--- src/rtl/dart_ram_pkg.sv ---
// Shared definitions for the distributed-RAM stream reader: FSM encoding and default geometry.
package dart_ram_pkg;

    localparam logic [1:0] ST_IDLE  = 2'd0;
    localparam logic [1:0] ST_READ  = 2'd1;
    localparam logic [1:0] ST_DRAIN = 2'd2;

    localparam int DEF_WIDTH   = 8;
    localparam int DEF_LOG_DEP = 3;

endpackage

--- src/rtl/distro_ram_reader_if.sv ---
// Command and output-stream bundle of the RAM reader; slave is the reader, master is its environment.
interface distro_ram_reader_if
    import dart_ram_pkg::*;
#(
    parameter int WIDTH   = DEF_WIDTH,
    parameter int LOG_DEP = DEF_LOG_DEP
);

    logic               cmd_valid;
    logic               cmd_ready;
    logic [LOG_DEP-1:0] cmd_addr;
    logic [LOG_DEP:0]   cmd_len;
    logic               out_valid;
    logic               out_ready;
    logic [WIDTH-1:0]   out_data;
    logic               out_last;

    modport slave (
        input  cmd_valid, cmd_addr, cmd_len, out_ready,
        output cmd_ready, out_valid, out_data, out_last
    );

    modport master (
        output cmd_valid, cmd_addr, cmd_len, out_ready,
        input  cmd_ready, out_valid, out_data, out_last
    );

endinterface

--- src/rtl/distro_rd_outreg.sv ---
// Output holding register: captures a RAM word on load and keeps it until the consumer takes it.
module distro_rd_outreg #(
    parameter int WIDTH = 8
) (
    input  logic             clock,
    input  logic             reset,
    input  logic             load,
    input  logic [WIDTH-1:0] load_data,
    input  logic             load_last,
    input  logic             out_ready,
    output logic             can_load,
    output logic             out_valid,
    output logic [WIDTH-1:0] out_data,
    output logic             out_last
);

    // A new word may enter when the slot is empty or is being emptied this edge.
    assign can_load = !out_valid || out_ready;

    always_ff @(posedge clock) begin
        if (reset) begin
            out_valid <= 1'b0;
            out_data  <= '0;
            out_last  <= 1'b0;
        end else if (load) begin
            out_valid <= 1'b1;
            out_data  <= load_data;
            out_last  <= load_last;
        end else if (out_valid && out_ready) begin
            out_valid <= 1'b0;
            out_last  <= 1'b0;
        end
    end

endmodule

--- src/rtl/distro_ram_reader.sv ---
// Burst read engine for the distributed dual-port RAM, streaming words out with a last flag.
// Optional write-to-read forwarding is enabled by defining DISTRO_READER_FWD_EN.
module distro_ram_reader
    import dart_ram_pkg::*;
#(
    parameter int WIDTH   = DEF_WIDTH,
    parameter int LOG_DEP = DEF_LOG_DEP
) (
    input  logic                clock,
    input  logic                reset,
    distro_ram_reader_if.slave  bus,
    output logic [LOG_DEP-1:0]  raddr,
    input  logic [WIDTH-1:0]    rdout,
    input  logic                wen,
    input  logic [LOG_DEP-1:0]  waddr,
    input  logic [WIDTH-1:0]    din,
    output logic                busy
);

    logic [1:0]         state;
    logic [LOG_DEP-1:0] rd_addr;
    logic [LOG_DEP:0]   remaining;
    logic               can_load;
    logic               load;
    logic               load_last;
    logic [WIDTH-1:0]   load_data;
    logic               out_valid;
    logic               out_last;
    logic [WIDTH-1:0]   out_data;

    assign bus.cmd_ready = (state == ST_IDLE);
    assign busy          = (state != ST_IDLE);
    assign raddr         = rd_addr;
    assign load          = (state == ST_READ) && can_load;
    assign load_last     = (remaining == (LOG_DEP+1)'(1));

`ifdef DISTRO_READER_FWD_EN
    // A same-edge write to the word being read wins over the stale asynchronous read.
    assign load_data = (wen && (waddr == rd_addr)) ? din : rdout;
`else
    logic unused_snoop;
    assign unused_snoop = ^{wen, waddr, din};
    assign load_data    = rdout;
`endif

    always_ff @(posedge clock) begin
        if (reset) begin
            state     <= ST_IDLE;
            rd_addr   <= '0;
            remaining <= '0;
        end else begin
            case (state)
                ST_IDLE: begin
                    // Zero-length commands are accepted but leave the engine idle.
                    if (bus.cmd_valid && (bus.cmd_len != '0)) begin
                        rd_addr   <= bus.cmd_addr;
                        remaining <= bus.cmd_len;
                        state     <= ST_READ;
                    end
                end
                ST_READ: begin
                    if (load) begin
                        rd_addr   <= rd_addr + LOG_DEP'(1);
                        remaining <= remaining - (LOG_DEP+1)'(1);
                        if (load_last) state <= ST_DRAIN;
                    end
                end
                ST_DRAIN: begin
                    if (out_valid && bus.out_ready && out_last) state <= ST_IDLE;
                end
                default: state <= ST_IDLE;
            endcase
        end
    end

    distro_rd_outreg #(.WIDTH(WIDTH)) u_outreg (
        .clock     (clock),
        .reset     (reset),
        .load      (load),
        .load_data (load_data),
        .load_last (load_last),
        .out_ready (bus.out_ready),
        .can_load  (can_load),
        .out_valid (out_valid),
        .out_data  (out_data),
        .out_last  (out_last)
    );

    assign bus.out_valid = out_valid;
    assign bus.out_data  = out_data;
    assign bus.out_last  = out_last;

endmodule
--- src/flat_wrapper.sv ---
// flat-port wrapper written by rule: the top's interface ports become plain ports
module distro_ram_reader_flat import dart_ram_pkg::*;
#(
    parameter int WIDTH   = DEF_WIDTH,
    parameter int LOG_DEP = DEF_LOG_DEP
)
  (clock, reset, raddr, rdout, wen, waddr, din, busy, bus_cmd_valid, bus_cmd_addr, bus_cmd_len, bus_out_ready, bus_cmd_ready, bus_out_valid, bus_out_data, bus_out_last);
  distro_ram_reader_if #(.WIDTH(WIDTH), .LOG_DEP(LOG_DEP)) bus_i ();
  input  logic clock;
  input  logic reset;
  output logic [LOG_DEP-1:0] raddr;
  input  logic [WIDTH-1:0] rdout;
  input  logic wen;
  input  logic [LOG_DEP-1:0] waddr;
  input  logic [WIDTH-1:0] din;
  output logic busy;
  input wire logic [$bits(bus_i.cmd_valid)-1:0] bus_cmd_valid;
  input wire logic [$bits(bus_i.cmd_addr)-1:0] bus_cmd_addr;
  input wire logic [$bits(bus_i.cmd_len)-1:0] bus_cmd_len;
  input wire logic [$bits(bus_i.out_ready)-1:0] bus_out_ready;
  output wire logic [$bits(bus_i.cmd_ready)-1:0] bus_cmd_ready;
  output wire logic [$bits(bus_i.out_valid)-1:0] bus_out_valid;
  output wire logic [$bits(bus_i.out_data)-1:0] bus_out_data;
  output wire logic [$bits(bus_i.out_last)-1:0] bus_out_last;
  assign bus_i.cmd_valid = bus_cmd_valid;
  assign bus_i.cmd_addr = bus_cmd_addr;
  assign bus_i.cmd_len = bus_cmd_len;
  assign bus_i.out_ready = bus_out_ready;
  assign bus_cmd_ready = bus_i.cmd_ready;
  assign bus_out_valid = bus_i.out_valid;
  assign bus_out_data = bus_i.out_data;
  assign bus_out_last = bus_i.out_last;
  distro_ram_reader #(.WIDTH(WIDTH), .LOG_DEP(LOG_DEP)) u_core (.clock(clock), .reset(reset), .bus(bus_i), .raddr(raddr), .rdout(rdout), .wen(wen), .waddr(waddr), .din(din), .busy(busy));
endmodule
--- config.mk ---
export PLATFORM = sky130hd
export DESIGN_NAME = distro_ram_reader_flat
export DESIGN_NICKNAME = d
export VERILOG_FILES = /design/src/rtl/dart_ram_pkg.sv /design/src/rtl/distro_ram_reader_if.sv /design/src/rtl/distro_rd_outreg.sv /design/src/rtl/distro_ram_reader.sv /design/src/flat_wrapper.sv
export SDC_FILE = /design/constraint.sdc
export NUM_CORES = 1
export LEC_CHECK = 0
export ABC_AREA = 0
export BUFFER_PORTS_ARGS = -buffer_cell sky130_fd_sc_hd__clkbuf_2
export CAP_MARGIN = 15
export CORE_MARGIN = 3
export CORE_UTILIZATION = 44
export DETAILED_ROUTE_END_ITERATION = 6
export GPL_TIMING_DRIVEN = 0
export HOLD_SLACK_MARGIN = 0.05
export PLACE_DENSITY_LB_ADDON = 0.3
export SETUP_SLACK_MARGIN = 0.02
export SLEW_MARGIN = 30
export SYNTH_ARGS = -nofsm -noshare
export SYNTH_HDL_FRONTEND = slang
export SYNTH_SLANG_ARGS = --single-unit
--- constraint.sdc ---
create_clock -name clock -period 1.6 [get_ports clock]
set_input_delay 0 -clock clock [delete_from_list [all_inputs] [get_ports clock]]
set_output_delay 0 -clock clock [all_outputs]
set_load 0.02 [all_outputs]
### Word-level counts from Yosys, hierarchy flattened

Index checks and enable logic that the tools add are counted.

* register bits: 19
* bits of input ports: 31
* output and inout bits: 15
* word-level logic and storage cells: 42

* add/subtract/negate cells: 2
* equal/unequal tests: 7
* muxes and demuxes: 14
* reductions and logical operators: 13

Operator list (number)
* 2-to-1 mux 2 bit: 4
* 2-to-1 mux 4 bit: 2
* case mux 4 bit (2 select lines): 1
* 2-to-1 mux 3 bit: 2
* inequality test 2 x 1 -> 1 bit (second input constant): 3
* case mux 2 bit (3 select lines): 1
* case mux 3 bit (2 select lines): 1
* nonzero test 2 bit: 3
* equality test 4 x 1 -> 1 bit (second input constant): 1
* logical AND 1 bit: 4
* AND reduction 4 bit: 1
* nonzero test 4 bit: 1
* subtractor 4 x 1 -> 4 bit (second input constant): 1
* adder 3 x 1 -> 3 bit (second input constant): 1
* 2-to-1 mux 1 bit: 3
* AND reduction 3 bit: 1
* equality test 2 x 1 -> 1 bit (second input constant): 1
* equality test 2 bit (second input constant): 1
* logical NOT 2 bit: 1
* inequality test 2 bit (second input constant): 1
* logical NOT 1 bit: 1
* logical OR 1 bit: 1

### Longest topological paths before layout

* depth in word-level cells: 5
* depth in mapped cells: 6
* mapped depth without buffers: 5

### Modules after synthesis

A second synthesis with hierarchy kept.

* cell total of the unflattened synthesis: 98
* area total of the unflattened synthesis: 928.4 um^2

Modules (own cells, without submodules)
* distro_ram_reader: times used 1, cells each 63, area each 569.3 um^2, sequential area each 180.2 um^2
* distro_rd_outreg: times used 1, cells each 35, area each 359.1 um^2, sequential area each 200.2 um^2

### Worst setup path after synthesis

Ideal clock, no wire load.

* path type: flip-flop to flip-flop
* start point: register u_core.state[0]
* end point: register u_core.rd_addr[1], in the netlist u_core.raddr[1]
* library setup time: 88 ps
* arrival: 1282 ps
* data required time: 1512 ps
* slack: 230 ps
* cell stages (with the launch flop): 6
* buffers on the path: 1
* period minus slack after synthesis: 1370 ps
* path through: dfxtp_1 or2_1 o22ai_4 buf_6 nor2_2 a311oi_2

* longest elaborated chain between the ends: 4
* elaborated cells on any way between the ends: 8
* those cells by class: eq/ne: 3; mux: 1; reduce/logical: 4

RTL lines
* from (decl): line distro_ram_reader.sv:20 `logic [1:0] state;`
* from (signal assigned): line distro_ram_reader.sv:48 `state <= ST_IDLE;`
* from (signal assigned): line distro_ram_reader.sv:58 `state <= ST_READ;`
* from (signal assigned): line distro_ram_reader.sv:65 `if (load_last) state <= ST_DRAIN;`
* equality test 2 x 1 -> 1 bit: line distro_ram_reader.sv:34, distro_ram_reader.sv:52
* logical AND 1 bit: line distro_ram_reader.sv:34 `assign load = (state == ST_READ) && can_load;`
* inequality test 2 x 1 -> 1 bit (no source line)
* AND reduction 3 bit (no source line)
* to (signal assigned): line distro_ram_reader.sv:56 `rd_addr <= bus.cmd_addr;`
* to (signal assigned): line distro_ram_reader.sv:63 `rd_addr <= rd_addr + LOG_DEP'(1);`
* to (decl): line distro_ram_reader.sv:21 `logic [LOG_DEP-1:0] rd_addr;`

Several ways; a longest one is shown, not always the timed one.
A chain may end at the register's enable or synchronous reset.

### Worst setup path after layout

* start point: register u_core.state[1]
* end point: register u_core.rd_addr[1], in the netlist u_core.raddr[1]

Same word-level chain as after synthesis.

==> results.ini <==
[sta]
fin_setup_tns_ns = 0
period_minus_slack_ns = 1.45
finalHoldViolCount = 0
timing.final.max_slew_violations = 0
finalSetupViolCount = 0
rsz0062_at_grt = false
fin_crit_sh_pct = 90.9
fin_skew_ns = 0.000649
slew_headroom_pct = 61.2
tightest_slew_ns = 0.582
fmax_mhz = 688

[detailed_routing]
wirelength_microns = 2280
first_iter_violations = 14
dr_wl_met2_microns = 1210
drt_pre_antenna_iters = 4
vias = 906
top_layer_used = met4
vias_per_cell = 5.03
drc = 0
wl_met1_microns = 928
antenna_left = 0
dr_wl_met3_microns = 106
wl_per_cell_microns = 12.7

[pwr]
p_per_area_nw_per_um2 = 946
irDropWorstVdd_v = 0.000515
p_leak_nw = 0.536

[critical_path]
rr_worst_depth = 6
crit_path_end_kind = flop
crit_path_start_kind = flop
rr_startpoint = u_core.state[1]$_SDFFE_PP0P_
critical_path_class = flop to flop
reg2reg_slack_ns = 0.15
rr_endpoint = u_core.raddr[1]$_SDFFE_PP0P_
worst_ep_required_time_ns = 1.81
crit_arrival_ns = 1.67
path_max_fanout = 10

[synth]
syn-num-nets = 141
synth_warnings = 0
synthCells = 107
synth_area_sq_um = 942
syn_avg_cell_area_sq_um = 8.81
ys_types = 29
synth_seq_area_share_pct = 40.4
synth_edf_count = 0
synth_top_cells_by_area = dfxtp_1, a21oi_1, nand2_1, a211oi_2, ha_1
post-synth-top-area-cell = dfxtp_1
synth-main-ff-cell = dfxtp_1
synth.most_common_cell = nand2_1
netlist.area_leader.share_pct = 40.4
ys_ff_latch = 19
synth_common_cells = nand2_1, dfxtp_1, a21oi_1, nor2_1
async_flop_share_pct = 0

[die]
die-width_microns = 52.3
chipHeight_microns = 52.3
coreArea_sq_um = 2000
ios = 46
rows = 16
initial_utilization_pct = 47.1
die-area_sq_um = 2730

[place]
port_buffers = 32
place.gp.congestion = 0.793
hpwl_microns = 1610
placed_area_sq_um = 1140

[grt]
grtUsageTotal_pct = 18.6
grt_pass1_wl_microns = 3820
antenna_found_initial = 0
grt_overflow = 0
grt_pass1_vias = 877
grt_start_max_net_pins = 11

[clock_network]
htreeDepth = 1
clk_pin_slew_worst_paths_ns = 0.10
cts_buffers = 3
clock_latency_ns = 0.29
cts.sinks = 19
cts-root-buf = clkbuf_4
cts_tree = done
cts_max_path_buffers = 2

[finish]
final_layout_size_suffix_gt1_share_pct = 34.0
final_area_sq_um = 1270
fillers = 175
multiInputGateArea_sq_um = 518
final_nets = 188
antennaDiodeCount = 0
register_area_sq_um = 382
area_growth_pct = 34.4

[hold_path]
hold_start = bus_out_ready
hold_end = u_core.state[1]$_SDFFE_PP0P_
hold_path_class = input pin to flop
hold_path_depth = 4

[run]
drv_cap = 0

[run_status]
outcome = completed

==> flip-flops by register name, summed over array words and instances (netlist names) <==
name / flops
u_core.raddr: 3
u_core.u_outreg.out_valid: 1
u_core.remaining: 4
u_core.u_outreg.out_last: 1
u_core.state: 2
u_core.u_outreg.out_data: 8
==> where the power goes <==
group          internal, mW  leakage (nW)  switching (mW)
Sequential            0.522         0.156          0.0438
Clock                0.0970        0.0150           0.143
Combinational         0.168         0.365           0.223
==> per-stage QoR <==
stage	hold slack [ns]	util (%)	std cells	setup WS [ns]	power (mW)
6_report	0.0603	63.2	180	0.146	1.20
5_1_grt	0.0876	63.2	180	0.0423	1.27
4_1_cts	0.0512	63.1	180	0.0771	1.21
3_5_place_dp	0.231	56.8	166	0.105	0.947
3_3_place_gp	0.224	56.8	166	0.144	0.932
2_1_floorplan	0.136	-	107	0.230	0.834
==> cells by family (layout without fill, tap and decap cells) <==
family / Yosys count / count (layout) / synth area share, %
compound gates: 32 / 32 / 27.8
fa+ha+maj: 3 / 3 / 3.98
buf+inv: 8 / 54 / 4.91
flops: 19 / 19 / 40.4
mux: 1 / 1 / 1.20
simple gates: 44 / 44 / 21.8
==> worst max path at each step <==
stage                                  from                          endpoint  slack (ns)  cells after the start
6_report       u_core.state[1]$_SDFFE_PP0P_      u_core.raddr[1]$_SDFFE_PP0P_        0.15                      6
5_1_grt        u_core.state[1]$_SDFFE_PP0P_  u_core.remaining[0]$_SDFFE_PP0P_        0.04                      5
4_1_cts        u_core.state[0]$_SDFFE_PP0P_      u_core.raddr[1]$_SDFFE_PP0P_        0.08                      6
3_5_place_dp   u_core.state[0]$_SDFFE_PP0P_  u_core.remaining[0]$_SDFFE_PP0P_        0.11                      5
3_3_place_gp   u_core.state[0]$_SDFFE_PP0P_      u_core.raddr[1]$_SDFFE_PP0P_        0.14                      6
2_1_floorplan  u_core.state[0]$_SDFFE_PP0P_      u_core.raddr[1]$_SDFFE_PP0P_        0.23                      5
==> cells in the final DEF (no fill, tap or decap) <==
cell type       n
clkbuf_2       32
nand2_1        22
dfxtp_1        18
a21oi_1        17
dlygate4sd3_1  10
nand3_1         4
nor2_1          4
o21ai_0         4
inv_1           3
nand2b_1        3
clkbuf_1        3
a211oi_2        3
ha_1            3
clkbuf_4        3
buf_6           2
nor2b_1         2
nor2_2          2
or2b_1          2
a311oi_2        2
or2_1           1
buf_2           1
nand3b_1        1
nand4_1         1
o41ai_4         1
o22ai_4         1
a21oi_2         1
nor4_1          1
mux2_2          1
o31ai_1         1
a21bo_2         1
nor3_1          1
a221oi_2        1
dfxtp_2         1
==> layer usage <==
metal,vias to the layer above,GRT usage (%)
li1,471,-
met1,405,22.1
met2,26,33.3
met3,4,2.56
met4,0,7.66
met5,-,0
==> what timing repair did <==
action                                  4_1_cts  5_1_grt
endpoints found under the hold margin        10        0
endpoints found under the setup margin        0        9
setup buffers                                 0        0
hold buffers                                 10        0
resized for setup                             0        2
==> critical path, cell delays in order, from the launching register on <==
cell      delay, ns
dfxtp_1        0.35
nand2b_1       0.16
buf_6          0.15
o22ai_4        0.24
buf_6          0.20
nor2_2         0.05
a311oi_2       0.23
==> final cells by class <==
class,instances,share of cell area [%]
Buffer,5,2.77
Clock buffer,4,2.08
Inverter,3,0.889
Multi-Input combinational cell,80,40.9
Sequential cell,19,30.1
Tap cell,27,2.67
Timing Repair Buffer,42,20.6
No activity file was read; power rests on OpenSTA's default activity.
